File: src/rtl/cpu_fetch_if.sv
// cpu_fetch_if: IP, instruction-memory and decode signals of the fetch stage.
// master is the fetch stage; slave is the surrounding register file, memory and decode.
interface cpu_fetch_if #(
   parameter int ADDR_W = 16,
   parameter int DATA_W = 16
);
   logic [ADDR_W-1:0] ip_in;
   logic              ip_write_enable;
   logic [ADDR_W-1:0] ip_next;
   logic              mem_req_valid;
   logic              mem_req_ready;
   logic [ADDR_W-1:0] mem_req_addr;
   logic              mem_resp_valid;
   logic [DATA_W-1:0] mem_resp_data;
   logic              instr_valid;
   logic              instr_ready;
   logic [DATA_W-1:0] instr_data;
   logic [ADDR_W-1:0] instr_addr;
   logic              flush;
   modport master (
      input  ip_in, mem_req_ready, mem_resp_valid, mem_resp_data, instr_ready, flush,
      output ip_write_enable, ip_next, mem_req_valid, mem_req_addr, instr_valid, instr_data, instr_addr
   );
   modport slave (
      output ip_in, mem_req_ready, mem_resp_valid, mem_resp_data, instr_ready, flush,
      input  ip_write_enable, ip_next, mem_req_valid, mem_req_addr, instr_valid, instr_data, instr_addr
   );
endinterface

File: src/rtl/cpu_fetch.sv
// cpu_fetch: one-in-flight instruction fetch with decode handshake and IP write-back.
// A flush abandons the current fetch; an outstanding response is drained and dropped.
module cpu_fetch #(
   parameter int ADDR_W  = 16,
   parameter int DATA_W  = 16,
   parameter int IP_STEP = 1
) (
   input logic         clock,
   input logic         reset,
   cpu_fetch_if.master bus
);
   typedef enum logic [2:0] {IDLE, REQ, WAIT, HOLD, DRAIN} state_t;
   state_t            state, state_nx;
   logic [ADDR_W-1:0] addr_q;
   logic [DATA_W-1:0] data_q;
   always_ff @(posedge clock) begin
      if (reset) begin
         state  <= IDLE;
         addr_q <= '0;
         data_q <= '0;
      end else begin
         state <= state_nx;
         if (state == REQ && bus.mem_req_ready) addr_q <= bus.ip_in;
         if (state == WAIT && bus.mem_resp_valid && !bus.flush) data_q <= bus.mem_resp_data;
      end
   end
   always_comb begin
      state_nx            = state;
      bus.mem_req_valid   = state == REQ;
      bus.mem_req_addr    = state == REQ ? bus.ip_in : '0;
      bus.instr_valid     = state == HOLD;
      bus.instr_data      = data_q;
      bus.instr_addr      = addr_q;
      bus.ip_write_enable = state == HOLD && bus.instr_ready && !bus.flush;
      bus.ip_next         = state == HOLD ? addr_q + ADDR_W'(IP_STEP) : '0;
      case (state)
         IDLE:    state_nx = REQ;
         REQ:     state_nx = bus.mem_req_ready ? (bus.flush ? DRAIN : WAIT) : REQ;
         // a response coinciding with flush is already gone, so nothing to drain
         WAIT:    state_nx = bus.flush ? (bus.mem_resp_valid ? REQ : DRAIN) : (bus.mem_resp_valid ? HOLD : WAIT);
         HOLD:    state_nx = (bus.flush || bus.instr_ready) ? REQ : HOLD;
         DRAIN:   state_nx = bus.mem_resp_valid ? REQ : DRAIN;
         default: state_nx = IDLE;
      endcase
   end
endmodule
File: src/flat_wrapper.sv
// flat-port wrapper written by rule: the top's interface ports become plain ports
module cpu_fetch_flat 
#(
   parameter int ADDR_W  = 16,
   parameter int DATA_W  = 16,
   parameter int IP_STEP = 1
)
  (clock, reset, bus_ip_in, bus_mem_req_ready, bus_mem_resp_valid, bus_mem_resp_data, bus_instr_ready, bus_flush, bus_ip_write_enable, bus_ip_next, bus_mem_req_valid, bus_mem_req_addr, bus_instr_valid, bus_instr_data, bus_instr_addr);
  cpu_fetch_if #(.ADDR_W(ADDR_W), .DATA_W(DATA_W)) bus_i ();
  input logic clock;
  input logic reset;
  input wire logic [$bits(bus_i.ip_in)-1:0] bus_ip_in;
  input wire logic [$bits(bus_i.mem_req_ready)-1:0] bus_mem_req_ready;
  input wire logic [$bits(bus_i.mem_resp_valid)-1:0] bus_mem_resp_valid;
  input wire logic [$bits(bus_i.mem_resp_data)-1:0] bus_mem_resp_data;
  input wire logic [$bits(bus_i.instr_ready)-1:0] bus_instr_ready;
  input wire logic [$bits(bus_i.flush)-1:0] bus_flush;
  output wire logic [$bits(bus_i.ip_write_enable)-1:0] bus_ip_write_enable;
  output wire logic [$bits(bus_i.ip_next)-1:0] bus_ip_next;
  output wire logic [$bits(bus_i.mem_req_valid)-1:0] bus_mem_req_valid;
  output wire logic [$bits(bus_i.mem_req_addr)-1:0] bus_mem_req_addr;
  output wire logic [$bits(bus_i.instr_valid)-1:0] bus_instr_valid;
  output wire logic [$bits(bus_i.instr_data)-1:0] bus_instr_data;
  output wire logic [$bits(bus_i.instr_addr)-1:0] bus_instr_addr;
  assign bus_i.ip_in = bus_ip_in;
  assign bus_i.mem_req_ready = bus_mem_req_ready;
  assign bus_i.mem_resp_valid = bus_mem_resp_valid;
  assign bus_i.mem_resp_data = bus_mem_resp_data;
  assign bus_i.instr_ready = bus_instr_ready;
  assign bus_i.flush = bus_flush;
  assign bus_ip_write_enable = bus_i.ip_write_enable;
  assign bus_ip_next = bus_i.ip_next;
  assign bus_mem_req_valid = bus_i.mem_req_valid;
  assign bus_mem_req_addr = bus_i.mem_req_addr;
  assign bus_instr_valid = bus_i.instr_valid;
  assign bus_instr_data = bus_i.instr_data;
  assign bus_instr_addr = bus_i.instr_addr;
  cpu_fetch #(.ADDR_W(ADDR_W), .DATA_W(DATA_W), .IP_STEP(IP_STEP)) u_core (.clock(clock), .reset(reset), .bus(bus_i));
endmodule
File: config.mk
export PLATFORM = sky130hd
export DESIGN_NAME = cpu_fetch_flat
export DESIGN_NICKNAME = d
export VERILOG_FILES = /design/src/rtl/cpu_fetch_if.sv /design/src/rtl/cpu_fetch.sv /design/src/flat_wrapper.sv
export SDC_FILE = /design/constraint.sdc
export NUM_CORES = 1
export LEC_CHECK = 0
export BUFFER_PORTS_ARGS = -buffer_cell sky130_fd_sc_hd__buf_2
export CORE_ASPECT_RATIO = 2
export CORE_MARGIN = 3
export CORE_UTILIZATION = 43
export DETAILED_ROUTE_END_ITERATION = 7
export GPL_TIMING_DRIVEN = 0
export PLACE_DENSITY = 0.85
export SLEW_MARGIN = 0
export SYNTH_ARGS = -nofsm -noshare
export SYNTH_HDL_FRONTEND = slang
export SYNTH_SLANG_ARGS = --single-unit
File: constraint.sdc
create_clock -name clock -period 2.2 [get_ports clock]
set_input_delay 0.44 -clock clock [delete_from_list [all_inputs] [get_ports clock]]
set_output_delay 0.44 -clock clock [all_outputs]
set_load 0.02 [all_outputs]
==> results.toml, run 1 <==
[clocking]
clk_pin_slew_ps = 60
cts_num_sinks = 35
root_buffer = "clkbuf_8"
cts_tree = "yes"
cts_hold_buf = 0
cts_max_path_buffers = 2
clkLatencyLatePin_ps = 280
htreeDepth = 2
cts_buffers = 5

[yosys]
synthesis.nets = 263
syn_area_mm2 = 0.001783
synth_edf_count = 0
synth.distinct_cells = 35
synthArstFlopShare_pct = 0
yosys-top-cells-area = "dfxtp_1 39%, mux2i_1 9.5%, nand2_1 8.6%"
synth_top_area_share_pct = 39.30
synth_cells = 224
avgSynthCellArea_um2 = 7.960
synthFlopType = "dfxtp_1"
synth-seq-area-share_pct = 39.30
synth_seq_cells = 35
yosysTopAreaCell = "dfxtp_1"
yosysWarnings = 0

[power]
power_density_mw_per_mm2 = 530.1
peakVddDrop_mv = 0.4606
power_frac_seq_pct = 48.8
p_sw_share_pct = 28.10
p_switching_w = 0.0003921
leakage_nw = 1.227
intPower_w = 0.001003
comb_power_share_pct = 18.5
power_w = 0.001395
p_clk_share_pct = 32.7

[detailed_routing]
drc = 0
wl_per_cell_um = 13.19
drt_iter0_drc = 23
postRouteAntennaNets = 0
drt_wl_total_mm = 5.198
num_vias = 1929
vias_per_cell = 4.896
first_pass_iters = 4

[sta]
fmax_ghz = 0.4410
final-hold-violation-count = 0
finalClockSkew_ps = 3.788
tightestPinTransition_ps = 607.6
fin_crit_ps = 2268
slew_viol_final = 0
maxSlewHeadroom_pct = 59.19
grt_setup_unrepaired = "yes"
setup_ws_ps = -67.58
setup-violations-final = 1
fin_crit_sh_pct = 103.1

[grt]
grt_pass1_vias = 1887
grt_max_degree = 11
antenna_found_initial = 0
grt.total_usage_pct = 21.07
grt_pass1_wl_mm = 8.231
grt-ovfl-total = 0

[worst_setup_path]
crit_path_max_fanout = 2
cp-start-kind = "flip-flop"
worst_ep_required_time_ps = 1760
cp.arrival_ps = 1830
crit_type = "flip-flop to primary output"
critPathCaptureType = "primary output"

[floorplanning]
rows = 32
start_util_pct = 45.44
core_area_mm2 = 0.003924
io_pins = 105
fp.dieArea_mm2 = 0.005002
die_x_um = 51.53
die_y_um = 97.07

[cells_and_area]
multi_input_area_mm2 = 0.001099
final_nets = 382
finalCoreUtilization_pct = 67.09
seqCellArea_um2 = 725.7
fillers = 362
synthToLayoutAreaGrowth_pct = 47.65
diodes = 0
layout-drive-gt1-share_pct = 44.61
mostFrequentLayoutCells = "104 x buf_2, 39 x nand2_1, 29 x nor2_1"
mostFrequentLayoutCell = "buf_2"

[job]
drv_cap = 0

[placed_design]
hpwl_mm = 3.932
routabilityCongestion = 0.8804
port_buffers = 103

[min_path]
hold_class = "input port to flip-flop"

[outcome]
violations = "negative setup slack"
status = "complete, but fails checks"
==> cells in the mapped netlist (3+ instances only) <==
cell type / n
xnor2_1: 8
nor3_1: 3
nor2_1: 29
a21oi_1: 21
nand2_1: 41
nor4_1: 4
mux2i_1: 17
inv_1: 4
dfxtp_1: 35
o21ai_0: 5
nand3_1: 5
and2_1: 18
clkbuf_1: 7
==> timing repair <==
item | CTS | global route
pin swaps | 2 | 0
endpoints found under the setup margin | 28 | 22
resized for setup | 24 | 13
setup buffers | 5 | 4
==> state kept, by name, summed over array words and instances, names as in the netlist <==
signal,cells
u_core.bus.instr_data,16
u_core.state,3
u_core.bus.instr_addr,16
==> per-layer routing <==
layer  up-vias  routed length, um  GRT usage [%]
met1       864               1854          19.98
met2        69               2951          40.47
met4         0                112          9.495
met3        10                281          3.994
li1        986                  -              -
met5         -                  0              0
==> through the flow <==
stage | hold WS, ps | instance area, um2 | setup slack [ps] | TNS (ps) | instances
2_1_floorplan | 504.5 | 1789 | 19.42 | 0 | 224
3_3_place_gp | 469.1 | 2369 | -34.03 | -213.6 | 378
3_5_place_dp | 480.0 | 2369 | -62.31 | -466.2 | 378
4_1_cts | 388.0 | 2559 | -63.23 | -91.45 | 390
5_1_grt | 392.0 | 2633 | -149.5 | -205.3 | 394
6_report | 394.3 | 2633 | -67.58 | -67.58 | 394
==> worst max-delay path, stage by stage (launching register included) <==
cell     delay (ps)
dfxtp_4         360
ha_4            150
nand2_4          60
or2_4           240
or4_4           480
a21oi_2         120
buf_4           140
==> cell families (layout without fill, tap and decap cells) <==
| logic type | after synthesis | count (layout) | share of synthesized area (%) |
|---|---|---|---|
| AND/OR/NAND/NOR | 116 | 116 | 32.63 |
| flip-flops | 35 | 35 | 39.30 |
| AO/OA/AOI/OAI | 30 | 30 | 9.193 |
| multiplexers | 17 | 17 | 9.544 |
| buffers and inverters | 15 | 134 | 3.719 |
| XOR/XNOR | 10 | 10 | 4.913 |
| adder cells (fa/ha/maj) | 1 | 1 | 0.7016 |
==> final cells by class <==
type / count / area share, %
Clock buffer: 6 / 3.137
Clock inverter: 1 / 0.1901
Multi-Input combinational cell: 174 / 41.73
Inverter: 4 / 0.5703
Tap cell: 51 / 2.424
Timing Repair Buffer: 112 / 22.24
Sequential cell: 35 / 27.57
Buffer: 11 / 2.139
==> path summary, 6_finish.rpt <==
check | startpoint | end | slack (ps) | depth (start not counted)
worst max-delay path | u_core.bus.instr_addr[1] | bus_ip_next[14] | -70 | 6
worst min-delay path | bus_mem_resp_data[11] | u_core.bus.instr_data[11] | 390 | 3
worst max register to register | u_core.state[1] | u_core.bus.instr_data[2] | 430 | 6
worst min register to register | u_core.bus.instr_data[3] | u_core.bus.instr_data[3] | 490 | 2
==> power by group through the flow <==
stage / Combinational [W] / Sequential, W / Clock, W
final: 0.000258 / 0.000681 / 0.000457
after global routing: 0.000284 / 0.000684 / 0.000494
after CTS: 0.000251 / 0.000678 / 0.000476
after detailed placement: 0.000241 / 0.000695 / 0
after global placement: 0.000236 / 0.000694 / 0
after floorplan: 0.000124 / 0.000711 / 0
Power figures use the tool's default switching activity.
==> inputs of run 2 (changes only) <==
- SKIP_CTS_REPAIR_TIMING: not set -> 1
==> run 2 against run 1 <==
- the flow still finishes with violations (negative setup slack)
- largest cell class unchanged
- clock power hardly changed
- largest power group unchanged
- sequential share of layout area is essentially flat
- clock skew about the same
- power rose by 0.33%
- register-to-register slack barely moved
==> results.toml, run 2 (synthesis results as in run 1) <==
[cells_and_area]
final_nets = 380
diodes = 0
seqCellArea_um2 = 720.7
layout.cells.non_filler = 392
synthToLayoutAreaGrowth_pct = 46.60
mostFrequentLayoutCells = "104 x buf_2, 39 x nand2_1, 29 x nor2_1"
stdcell_area_mm2 = 0.002614
layout-drive-gt1-share_pct = 44.57
multi_input_area_mm2 = 0.001096
fillers = 364
mostFrequentLayoutCell = "buf_2"

[detailed_routing]
first_pass_iters = 4
postRouteAntennaNets = 0
wl_per_cell_um = 13.24
drt_wl_total_mm = 5.191
vias_per_cell = 4.883
drt_iter0_drc = 28
num_vias = 1914
drc = 0

[sta]
fin_crit_ps = 2329
setup-violations-final = 1
finalClockSkew_ps = 3.760
grt_setup_unrepaired = "yes"
final-hold-violation-count = 0
setup_ws_ps = -129.2
fmax_ghz = 0.4293
tightestPinTransition_ps = 607.4
fin_setup_tns_ps = -129.2
fin_crit_sh_pct = 105.9
maxSlewHeadroom_pct = 59.20
slew_viol_final = 0

[clocking]
cts_num_sinks = 35
cts_max_path_buffers = 2
root_buffer = "clkbuf_8"
cts_tree = "yes"
clkLatencyLatePin_ps = 280
cts_buffers = 5
htreeDepth = 2
clk_pin_slew_ps = 70

[floorplanning]
core_area_mm2 = 0.003924
rows = 32
die_x_um = 51.53
fp.dieArea_mm2 = 0.005002
io_pins = 105
start_util_pct = 45.44
die_y_um = 97.07

[worst_setup_path]
crit_type = "flip-flop to primary output"
critPathLaunch = "u_core.bus.instr_addr[0]"
critical_path.slowest_cell = "or4_4"
r2r-start = "u_core.state[1]"
critPathMaxStageDelay_ps = 490
crit_path_max_fanout = 6
crit_chain = "ha_4 -> nand2_4 -> or2_4 -> or4_4 -> a21oi_2 -> buf_6"
worst_ep_required_time_ps = 1760
cp-start-kind = "flip-flop"
critPathCaptureType = "primary output"
cp.arrival_ps = 1890
worst_r2r_path_depth = 6

[placed_design]
port_buffers = 103
dp_cells = 378
placed_cell_area_mm2 = 0.002369
hpwl_mm = 3.932
routabilityCongestion = 0.8804

[power]
leakage_nw = 1.219
peakVddDrop_mv = 0.4615
power_density_mw_per_mm2 = 535.6

[min_path]
min_from = "bus_mem_resp_data[7]"
hold_path_depth = 3
hold_class = "input port to flip-flop"

[grt]
grt_pass1_wl_mm = 7.997
grt.total_usage_pct = 20.40
grt_pass1_vias = 1833
grt_max_degree = 11
grt-ovfl-total = 0
antenna_found_initial = 0

[job]
drv_cap = 0

[outcome]
status = "complete, but fails checks"
violations = "negative setup slack"
## run 2: changes by cell type in the layout (fill, tap and decap cells not counted), sizes merged
cell,previous run,this run
buf,116,114
## run 2: through the flow
step                power (W)  setup slack (ps)  utilization (%)  hold slack (ps)
CTS                  0.001399            -389.3            62.60            388.0
global placement    0.0009303            -34.03            60.36            469.1
detailed placement  0.0009359            -62.31            60.36            480.0
global route         0.001465            -187.5            66.61            392.0
floorplan           0.0008344             19.42                -            504.5
finish               0.001400            -129.2            66.61            392.5
## run 2: worst max-delay path, delay by kind of cell, from the launching register on
kind / cells / cell delay (ps)
buffers and inverters: 1 / 130
AO/OA/AOI/OAI: 1 / 140
flip-flops: 1 / 380
AND/OR/NAND/NOR: 3 / 800
adder cells (fa/ha/maj): 1 / 150
## run 2: power breakdown
group          leakage [nW]  switching [W]  total, W  internal (W)
Combinational         0.882       0.000151  0.000257      0.000106
Clock                0.0470       0.000213  0.000458      0.000245
Sequential            0.290      0.0000302  0.000685      0.000655
Total                  1.22       0.000394   0.00140       0.00101
## run 2: metal layers
metal  track usage (%)  routed length [um]
met5                 0                   0
met4             9.293                 142
met3             3.994                 278
met2             38.70                2966
met1             19.69                1803
## run 2: worst paths after layout
| path | to | slack, ps |
|---|---|---|
| min | u_core.bus.instr_data[7] | 390 |
| max | bus_ip_next[14] | -130 |
| min reg2reg | u_core.bus.instr_data[3] | 490 |
| max reg2reg | u_core.bus.instr_data[2] | 430 |
## run 2: area by class of cell
| class | count | share of cell area (%) |
|---|---|---|
| multi-input combinational | 174 | 41.93 |
| sequential | 35 | 27.57 |
| timing repair buffer | 110 | 21.97 |
| clock buffer | 6 | 3.159 |
| tap | 51 | 2.441 |
| buffer | 11 | 2.154 |
| inverter | 4 | 0.5744 |
| clock inverter | 1 | 0.1915 |
